## config.mk

```make
export PLATFORM = sky130hd
export DESIGN_NAME = ram_dumper_flat
export DESIGN_NICKNAME = d
export VERILOG_FILES = /design/src/rtl/arch_defs_pkg.sv /design/src/rtl/ram_dumper_if.sv /design/src/rtl/ram_dumper.sv /design/src/flat_wrapper.sv
export SDC_FILE = /design/constraint.sdc
export NUM_CORES = 1
export LEC_CHECK = 0
export ABC_AREA = 1
export ABC_CLOCK_PERIOD_IN_PS = 2000
export CAP_MARGIN = 10
export CORE_MARGIN = 3
export CORE_UTILIZATION = 45
export DETAILED_ROUTE_END_ITERATION = 10
export GPL_ROUTABILITY_DRIVEN = 0
export PLACE_DENSITY_LB_ADDON = 0.08
export SLEW_MARGIN = 20
export SYNTH_ARGS = -nofsm -noshare
export SYNTH_HDL_FRONTEND = slang
export SYNTH_SLANG_ARGS = --single-unit
```

## constraint.sdc

```tcl
create_clock -name clk -period 2 [get_ports clk]
set_clock_uncertainty 0.2 [all_clocks]
set_input_delay 0.6 -clock clk [delete_from_list [all_inputs] [get_ports clk]]
set_output_delay 0.6 -clock clk [all_outputs]
set_load 0.02 [all_outputs]
```

## src/rtl/arch_defs_pkg.sv

```systemverilog
// rtl/arch_defs_pkg.sv - shared state encoding and stream constants for ram_dumper
package arch_defs_pkg;

    typedef enum logic [2:0] {
        IDLE,
        REQ,
        HDR,
        READ,
        CAPT,
        SEND,
        SUM,
        DONE
    } dump_state_t;

    localparam logic [7:0] DUMP_HDR = 8'hA5;

    // The RAM port stays claimed from the request until the checksum has gone out.
    function automatic logic holds_bus(input dump_state_t s);
        return (s == REQ) || (s == HDR) || (s == READ) ||
               (s == CAPT) || (s == SEND) || (s == SUM);
    endfunction

    function automatic logic presents_byte(input dump_state_t s);
        return (s == HDR) || (s == SEND) || (s == SUM);
    endfunction

endpackage

```

## src/rtl/ram_dumper_if.sv

```systemverilog
// rtl/ram_dumper_if.sv - RAM port arbitration, RAM read and byte stream signals of ram_dumper
interface ram_dumper_if #(
    parameter int ADDR_WIDTH = 4,
    parameter int DATA_WIDTH = 8
);
    logic                  bus_req;
    logic                  bus_grant;
    logic [ADDR_WIDTH-1:0] ram_addr;
    logic                  ram_rd_en;
    logic [DATA_WIDTH-1:0] ram_rdata;
    logic [DATA_WIDTH-1:0] tx_data;
    logic                  tx_valid;
    logic                  tx_ready;

    modport master (
        output bus_req,
        output ram_addr,
        output ram_rd_en,
        output tx_data,
        output tx_valid,
        input  bus_grant,
        input  ram_rdata,
        input  tx_ready
    );

    modport slave (
        input  bus_req,
        input  ram_addr,
        input  ram_rd_en,
        input  tx_data,
        input  tx_valid,
        output bus_grant,
        output ram_rdata,
        output tx_ready
    );

endinterface

```

## src/rtl/ram_dumper.sv

```systemverilog
// rtl/ram_dumper.sv - dumps a wrapping RAM address range as header, data bytes and mod-256 checksum
module ram_dumper
    import arch_defs_pkg::*;
#(
    parameter int ADDR_WIDTH = 4,
    parameter int DATA_WIDTH = 8
) (
    input  logic                  clk,
    input  logic                  reset,
    input  logic                  start,
    input  logic [ADDR_WIDTH-1:0] first_addr,
    input  logic [ADDR_WIDTH-1:0] last_addr,
    output logic                  busy,
    output logic                  done,
    ram_dumper_if.master          bus
);

    dump_state_t           state;
    dump_state_t           state_next;
    logic [ADDR_WIDTH-1:0] addr_q;
    logic [ADDR_WIDTH-1:0] last_q;
    logic [DATA_WIDTH-1:0] data_q;
    logic [DATA_WIDTH-1:0] checksum_q;
    logic                  at_last;

    assign at_last = (addr_q == last_q);

    always_ff @(posedge clk or posedge reset) begin
        if (reset) begin
            state <= IDLE;
        end else begin
            state <= state_next;
        end
    end

    always_comb begin
        state_next = state;
        case (state)
            IDLE:    if (start)         state_next = REQ;
            REQ:     if (bus.bus_grant) state_next = HDR;
            HDR:     if (bus.tx_ready)  state_next = READ;
            READ:    if (bus.bus_grant) state_next = CAPT;
            CAPT:                       state_next = SEND;
            SEND:    if (bus.tx_ready)  state_next = at_last ? SUM : READ;
            SUM:     if (bus.tx_ready)  state_next = DONE;
            DONE:                       state_next = IDLE;
            default:                    state_next = IDLE;
        endcase
    end

    // Address walks with natural ADDR_WIDTH wrap, so last < first dumps across the top of RAM.
    always_ff @(posedge clk or posedge reset) begin
        if (reset) begin
            addr_q     <= '0;
            last_q     <= '0;
            data_q     <= '0;
            checksum_q <= '0;
        end else begin
            case (state)
                IDLE: begin
                    if (start) begin
                        addr_q     <= first_addr;
                        last_q     <= last_addr;
                        checksum_q <= '0;
                    end
                end
                CAPT: begin
                    data_q     <= bus.ram_rdata;
                    checksum_q <= checksum_q + bus.ram_rdata;
                end
                SEND: begin
                    if (bus.tx_ready && !at_last) begin
                        addr_q <= addr_q + ADDR_WIDTH'(1);
                    end
                end
                default: begin
                end
            endcase
        end
    end

    always_comb begin
        busy          = (state != IDLE);
        done          = (state == DONE);
        bus.bus_req   = holds_bus(state);
        bus.ram_rd_en = (state == READ) && bus.bus_grant;
        bus.ram_addr  = addr_q;
        bus.tx_valid  = presents_byte(state);
        case (state)
            HDR:     bus.tx_data = DATA_WIDTH'(DUMP_HDR);
            SEND:    bus.tx_data = data_q;
            SUM:     bus.tx_data = checksum_q;
            default: bus.tx_data = '0;
        endcase
    end

endmodule
```

## src/flat_wrapper.sv

```systemverilog
// flat-port wrapper written by rule: the top's interface ports become plain ports
module ram_dumper_flat import arch_defs_pkg::*;
#(
    parameter int ADDR_WIDTH = 4,
    parameter int DATA_WIDTH = 8
)
  (clk, reset, start, first_addr, last_addr, busy, done, bus_bus_req, bus_ram_addr, bus_ram_rd_en, bus_tx_data, bus_tx_valid, bus_bus_grant, bus_ram_rdata, bus_tx_ready);
  ram_dumper_if #(.ADDR_WIDTH(ADDR_WIDTH), .DATA_WIDTH(DATA_WIDTH)) bus_i ();
  input  logic clk;
  input  logic reset;
  input  logic start;
  input  logic [ADDR_WIDTH-1:0] first_addr;
  input  logic [ADDR_WIDTH-1:0] last_addr;
  output logic busy;
  output logic done;
  output wire logic [$bits(bus_i.bus_req)-1:0] bus_bus_req;
  output wire logic [$bits(bus_i.ram_addr)-1:0] bus_ram_addr;
  output wire logic [$bits(bus_i.ram_rd_en)-1:0] bus_ram_rd_en;
  output wire logic [$bits(bus_i.tx_data)-1:0] bus_tx_data;
  output wire logic [$bits(bus_i.tx_valid)-1:0] bus_tx_valid;
  input wire logic [$bits(bus_i.bus_grant)-1:0] bus_bus_grant;
  input wire logic [$bits(bus_i.ram_rdata)-1:0] bus_ram_rdata;
  input wire logic [$bits(bus_i.tx_ready)-1:0] bus_tx_ready;
  assign bus_bus_req = bus_i.bus_req;
  assign bus_ram_addr = bus_i.ram_addr;
  assign bus_ram_rd_en = bus_i.ram_rd_en;
  assign bus_tx_data = bus_i.tx_data;
  assign bus_tx_valid = bus_i.tx_valid;
  assign bus_i.bus_grant = bus_bus_grant;
  assign bus_i.ram_rdata = bus_ram_rdata;
  assign bus_i.tx_ready = bus_tx_ready;
  ram_dumper #(.ADDR_WIDTH(ADDR_WIDTH), .DATA_WIDTH(DATA_WIDTH)) u_core (.clk(clk), .reset(reset), .start(start), .first_addr(first_addr), .last_addr(last_addr), .busy(busy), .done(done), .bus(bus_i));
endmodule
```

-- Word-level counts from Yosys, hierarchy flattened
Index checks and enable logic that the tools add are counted.
- bits in registers: 27
- input port bits: 21
- add/sub/neg operators: 2
- equal/unequal tests: 15
- muxes and demuxes: 14
- reduce and logical (&&, ||, !) cells: 18
- operator list (kind ; number):
    case mux 3 bit (8 select lines) ; 1
    case mux 8 bit (3 select lines) ; 1
    2-to-1 mux 3 bit ; 7
    case mux 8 bit (2 select lines) ; 1
    equality test 3 bit, second input constant ; 4
    != test 2 bit, second input constant ; 6
    adder 8 bit ; 1
    2-to-1 mux 4 bit ; 2
    2-to-1 mux 8 bit ; 1
    case mux 4 bit (2 select lines) ; 1
    logical OR 1 bit ; 7
    equality test 3 x 2 -> 1 bit, second input constant ; 2
    AND reduction 6 bit ; 1
    adder 4 x 1 -> 4 bit, second input constant ; 1
    equality test 4 bit ; 1
    AND reduction 2 bit ; 2
    nonzero test 2 bit ; 2
    equality test 3 x 1 -> 1 bit, second input constant ; 1
    zero test 3 bit ; 1
    AND reduction 3 bit ; 1
    nonzero test 3 bit ; 1
    logical AND 1 bit ; 2
    != test 2 x 1 -> 1 bit, second input constant ; 1
    zero test 1 bit ; 1

-- Logic depth before layout (Yosys ltp)
Gate-level depths: netlist of the first run.
- word-level depth: 6
- gate-level depth with buffers: 9
- depth with buffers taken out: 9

-- Worst setup path before layout of the first run
OpenSTA, ideal clock, no wires.
- path kind: reg2out
- start: register u_core.state[0]
- end: output port bus_tx_data[4]
- data arrival time: 1.361 ns
- required time: 1.200 ns
- setup slack: -0.161 ns
- stages on the path, launching flop included: 7
- buffers on the path: 1
- cell sequence: dfrtp_1 -> buf_6 -> inv_1 -> nand2_1 -> inv_1 -> nand2_1 -> o21ai_0
- cells in the longest elaborated chain, start to end: 2
- elaborated cells on any way between the ends: 4
- classes of those cells: 3 x eq/ne; 1 x mux
- ends and longest elaborated chain (what ; line ; text):
    from (decl) ; ram_dumper.sv:18 ; dump_state_t state;
    from (signal assigned) ; ram_dumper.sv:32 ; state <= state_next;
    equality test 3 bit / equality test 3 x 2 -> 1 bit (equally long branches) ; ram_dumper.sv:89 ; case (state)
    case mux 8 bit (3 select lines) * ; ram_dumper.sv:89 ;
    to (decl) ; flat_wrapper.sv:19 ; output wire logic [$bits(bus_i.tx_data)-1:0] bus_tx_data;
Every way passes the cells marked *; elsewhere a longest branch is shown, timed or not.

-- Worst setup path after layout of the first run
- start: register u_core.state[0]
- end: output port bus_tx_data[6]
Same word-level chain as after synthesis.

==> impl_metrics.yaml, run 1 <==
floorplanning:
  core_area_sq_um: 3850
  num_rows: 22
  die_y_microns: 70.7
  pin_count: 38
  start_util_pct: 48.8
  die-area_sq_um: 4990
  die_w_microns: 70.7
placed_design:
  dp_hpwl_microns: 3360
  portBuffers: 37
  place_area_sq_um: 2520
layout:
  area_growth_pct: 46.4
  drive_gt1_share_pct: 29.6
  multi_input_area_sq_um: 1100
  num_antenna_cells: 0
  seq_area_sq_um: 677
  fin_nets: 365
  layout_common_cells: "nand2_1 (96), buf_4 (38), inv_1 (35)"
  nFillCells: 309
  fin_util_pct: 71.5
  layout_commonest_cell: "nand2_1"
  final_area_sq_um: 2760
power:
  power_density_nw_per_um2: 1360
  ir_worst_vdd_v: 0.000720
  power.leakage_nw: 1.50
  power_mw: 3.74
synth:
  yosysSeqAreaShare_pct: 35.9
  ys_ff_latch: 27
  yosys.area.top_type: "dfrtp_1"
  ys_types: 29
  syn_nets: 287
  netlist_area_sq_um: 1880
  avgSynthCellArea_sq_um: 7.32
  syn_inst: 257
  synth_top_area_share_pct: 35.9
  yosys_warnings: 0
  synth.area.top_cells: "dfrtp_1 (36%), nand2_1 (20%), inv_1 (7.2%), ha_1 (5.3%), nand3_1 (4.5%)"
global_routing:
  grt_use_total_pct: 18.3
  antenna_found_initial: 0
  grt-ovfl-total: 0
  grt_pass1_vias: 1715
  grt_max_degree: 28
  grt_pass1_wl_microns: 7560
detailed_routing:
  vias_per_cell: 4.77
  ant_nets: 0
  wl_per_cell_microns: 11.9
  drtIter0Drc: 94
  vias: 1821
  drc: 0
  wirelength_microns: 4540
  dr.pass1.iters: 4
worst_setup_path:
  start_kind: "flip-flop"
  required_ns: 1.20
  worstSetupPathType: "reg2out"
  crit_fanout: 6
  arrival_ns: 1.39
  end_kind: "output port"
  r2r-start: "u_core.state[1]"
  reg2reg_slack_ns: 0.18
  ff2ff_path_depth: 9
  reg2reg_to: "u_core.checksum_q[4]"
cts:
  clock-sinks: 27
  cts_buffer_depth: 2
  htree_levels: 1
  clk_pin_slew_ns: 0.09
  cts_hold_buf: 0
  cts_buffers: 3
  clk_latency_ns: 0.27
  cts_tree: "done"
  cts_root_buffer: "clkbuf_8"
timing:
  worst_slew_pin_slew_ns: 0.354
  fmax_mhz: 457
  period_share_pct: 109
  setup-violations-final: 12
  rsz0062_at_grt: "yes"
  final_max_slew_viol_count: 0
  setup_slack_ns: -0.189
  hold_viol_final: 0
  fin_crit_ns: 2.19
  relSlewSlack_pct: 76.4
  finalSetupTns_ns: -1.49
worst_hold_path:
  hold_class: "reg2reg"
  min_from: "u_core.data_q[4]"
  min_to: "u_core.data_q[4]"
  holdPathStages: 2
status:
  failed_checks: "negative setup slack"
  status: "finished with violations"
run:
  max_cap_violations: 0
-- where the power goes --
part | leakage (nW) | internal (mW) | switching, mW | total (mW)
clock network | 0.0255 | 0.140 | 0.176 | 0.316
registers | 0.339 | 0.798 | 0.161 | 0.959
logic | 1.13 | 1.17 | 1.30 | 2.47
-- synthesized netlist by cell type --
| cell | n |
|---|---|
| o221ai_1 | 2 |
| o21ai_0 | 17 |
| a21oi_2 | 1 |
| o21ai_2 | 2 |
| nand2_1 | 102 |
| fa_1 | 1 |
| a32o_1 | 2 |
| nand3_4 | 1 |
| o21ai_1 | 3 |
| o22ai_1 | 1 |
| inv_4 | 1 |
| nor2_4 | 3 |
| nor3_1 | 1 |
| nand4_1 | 1 |
| a21oi_1 | 4 |
| nand2_4 | 4 |
| xnor2_1 | 1 |
| o22ai_2 | 1 |
| xor2_1 | 2 |
| or2_2 | 1 |
| buf_6 | 4 |
| nor2_1 | 6 |
| dfrtp_1 | 27 |
| inv_2 | 5 |
| ha_1 | 8 |
| nor2_8 | 2 |
| nand3_1 | 17 |
| nand3b_1 | 1 |
| inv_1 | 36 |
-- final cells by class --
type / count / area share (%)
clock buffers: 3 / 1.50
clock inverters: 1 / 0.182
inverters: 42 / 5.99
multi-input cells: 184 / 40.1
flip-flops and latches: 27 / 24.6
well taps: 48 / 2.18
repair buffers: 77 / 25.5
-- layer usage --
metal	routed length, microns	track usage (%)	vias up
li1	-	-	958
met1	2210	26.1	834
met2	2130	29.8	27
met3	165	3.41	2
met4	22	2.51	0
met5	0	0	-
-- worst max-delay path, cell delays in order (launching register included) --
cell and delay (ns):
dfrtp_1 0.42, inv_1 0.07, nand2_2 0.08, inv_2 0.05, buf_6 0.12, a32o_2 0.25
buf_6 0.13
-- flip-flops by register name, indices dropped and copies added, names as in the netlist --
signal               cells
u_core.bus.ram_addr      4
u_core.checksum_q        8
u_core.data_q            8
u_core.last_q            4
u_core.state             3
-- what timing repair did --
action,CTS,global route
pin swaps,9,8
setup endpoints to repair,20,17
hold endpoints to repair,0,0
cloned,0,0
gates resized for setup,101,17
setup buffers,8,3
-- worst max-delay path by stage --
stage	from	endpoint
3_3_place_gp	bus_bus_grant	bus_ram_rd_en
3_5_place_dp	bus_bus_grant	bus_ram_rd_en
2_1_floorplan	u_core.state[0]	bus_tx_data[0]
6_report	u_core.state[0]	bus_tx_data[6]
4_1_cts	u_core.state[0]	bus_tx_data[6]
5_1_grt	u_core.state[0]	bus_tx_data[6]
-- cells by family (layout without fill, tap and decap cells) --
logic type / count (synthesis) / after routing / synth area share [%]
simple gates: 139 / 139 / 34.6
buf+inv: 46 / 123 / 10.9
compound gates: 33 / 33 / 10.8
flops: 27 / 27 / 35.9
fa+ha+maj: 9 / 9 / 6.38
xor+xnor: 3 / 3 / 1.40
-- per-stage QoR --
step	instances	worst slack (ns)	hold WS (ns)
floorplan	257	-0.0682	0.242
global placement	370	-0.665	0.255
detailed placement	370	-0.672	0.258
CTS	381	-0.187	0.283
global route	382	-0.249	0.302
finish	382	-0.189	0.279
Note: power is estimated with default switching activity, not from simulation.
==> inputs of run 2 (changes only) <==
--- a/config.mk
+++ b/config.mk
@@ -9,7 +9,7 @@
 export ABC_CLOCK_PERIOD_IN_PS = 2000
 export CAP_MARGIN = 10
 export CORE_MARGIN = 3
-export CORE_UTILIZATION = 45
+export CORE_UTILIZATION = 50
 export DETAILED_ROUTE_END_ITERATION = 10
 export GPL_ROUTABILITY_DRIVEN = 0
 export PLACE_DENSITY_LB_ADDON = 0.08
==> run 2 against run 1 <==
The run still ends with negative setup slack left. Setup slack gained 0.027 ns. Via count grew 4.6%. Final area grew 0.86%. Flip-flop and latch count is the same. Clock power shrank 4%. Global-route usage grew 3.9 points. Count of clock-buffer cells in the layout grew 1. Wire length grew 6.4%. First-iteration DRC count grew 21%. Critical endpoint is now bus_tx_data[3].
==> impl_metrics.yaml, run 2 (synthesis results as in run 1) <==
cts:
  clk_latency_ns: 0.26
  cts_buffers: 3
  cts_tree: "done"
  clk_pin_slew_ns: 0.09
  cts_root_buffer: "clkbuf_8"
  cts_buffer_depth: 2
  htree_levels: 1
  cts_hold_buf: 0
  clock-sinks: 27
timing:
  period_share_pct: 108
  hold_viol_final: 0
  fmax_mhz: 463
  fin_crit_ns: 2.16
  rsz0062_at_grt: "yes"
  setup_slack_ns: -0.162
  relSlewSlack_pct: 76.7
  setup-violations-final: 11
  worst_slew_pin_slew_ns: 0.350
  final_max_slew_viol_count: 0
worst_setup_path:
  r2r-start: "u_core.state[1]"
  cp-startpoint: "u_core.state[1]"
  start_kind: "flip-flop"
  worstSetupPathType: "reg2out"
  end_kind: "output port"
  arrival_ns: 1.36
  required_ns: 1.20
  crit_fanout: 4
detailed_routing:
  wirelength_microns: 4820
  wl_per_cell_microns: 12.6
  ant_nets: 0
  vias_per_cell: 4.96
  drc: 0
  drtIter0Drc: 114
  dr.pass1.iters: 5
  vias: 1904
global_routing:
  antenna_found_initial: 0
  grt-ovfl-total: 0
  grt_use_total_pct: 22.2
  grt_max_degree: 28
  grt_pass1_vias: 1880
  grt_pass1_wl_microns: 7760
floorplanning:
  die_w_microns: 67.4
  num_rows: 21
  core_area_sq_um: 3470
  start_util_pct: 54.3
  pin_count: 38
  die_y_microns: 67.4
  die-area_sq_um: 4540
layout:
  layout_commonest_cell: "nand2_1"
  num_antenna_cells: 0
  drive_gt1_share_pct: 29.9
  layout_common_cells: "nand2_1 (97), buf_4 (46), inv_1 (35)"
  area_growth_pct: 47.7
  reg_top3: "u_core.checksum_q x8, u_core.data_q x8"
  fin_nets: 369
  final_cells: 384
status:
  status: "finished with violations"
  failed_checks: "negative setup slack"
placed_design:
  dp_hpwl_microns: 3410
  place_inst: 373
  place_ws_ns: -0.686
  portBuffers: 37
power:
  power.leakage_nw: 1.56
  power_density_nw_per_um2: 1330
  ir_worst_vdd_v: 0.000674
  power_mw: 3.71
worst_hold_path:
  hold_class: "reg2reg"
  min_from: "u_core.data_q[7]"
run:
  max_cap_violations: 0
## run 2: changes by cell type in the layout (fill, tap and decap cells not counted), sizes merged
cell           previous run  this run
clkdlybuf4s50            17        12
dlymetal6s2s              1         6
clkbuf                    3         4
clkinv                    1         0
buf                      53        57
## run 2: layout make-up
type,count,area (sq um)
fillers,250,689
well taps,46,57.6
inverters,42,165
clock buffers,4,45.0
multi-input cells,184,1120
flip-flops and latches,27,677
repair buffers,81,717
## run 2: critical path, stage by stage (launching register included)
cell and delay, ns:
dfrtp_1 0.44, nand2_2 0.11, inv_4 0.05, buf_6 0.12, a32o_2 0.25, buf_6 0.13
## run 2: repair_timing
item / CTS / global route
buffers inserted: 5 / 2
endpoints found under the setup margin: 21 / 18
resized for setup: 94 / 25
pin swaps: 9 / 5
gates cloned: 0 / 0
hold endpoints to repair: 0 / 0
## run 2: report_power, final
part,internal [mW],switching (mW)
logic,1.13,1.31
clock network,0.142,0.161
registers,0.798,0.161
## run 2: worst paths after layout
path	to	slack (ns)	cells after the start
max	bus_tx_data[3]	-0.16	5
min	u_core.data_q[7]	0.28	2
max reg2reg	u_core.state[1]	0.16	9
min reg2reg	u_core.data_q[7]	0.28	2
max in group asynchronous	u_core.state[2]	0.83	3
min in group asynchronous	u_core.last_q[1]	0.49	3
## run 2: per-stage QoR
step | util [%] | cell area [sq um] | TNS (ns) | hold WS (ns)
2_1_floorplan | - | 1880 | -0.169 | 0.242
3_3_place_gp | 73.3 | 2540 | -5.71 | 0.256
3_5_place_dp | 73.3 | 2540 | -6.13 | 0.261
4_1_cts | 76.3 | 2650 | -1.21 | 0.284
5_1_grt | 80.1 | 2780 | -1.97 | 0.312
6_report | 80.1 | 2780 | -1.12 | 0.283
## run 2: metal layers
layer	global-route usage (%)	vias to the layer above	share of wire (%)
met2	40.4	33	51
li1	-	964	-
met5	0	-	0
met3	2.66	8	2.4
met4	8.35	0	1.9
met1	26.6	899	45
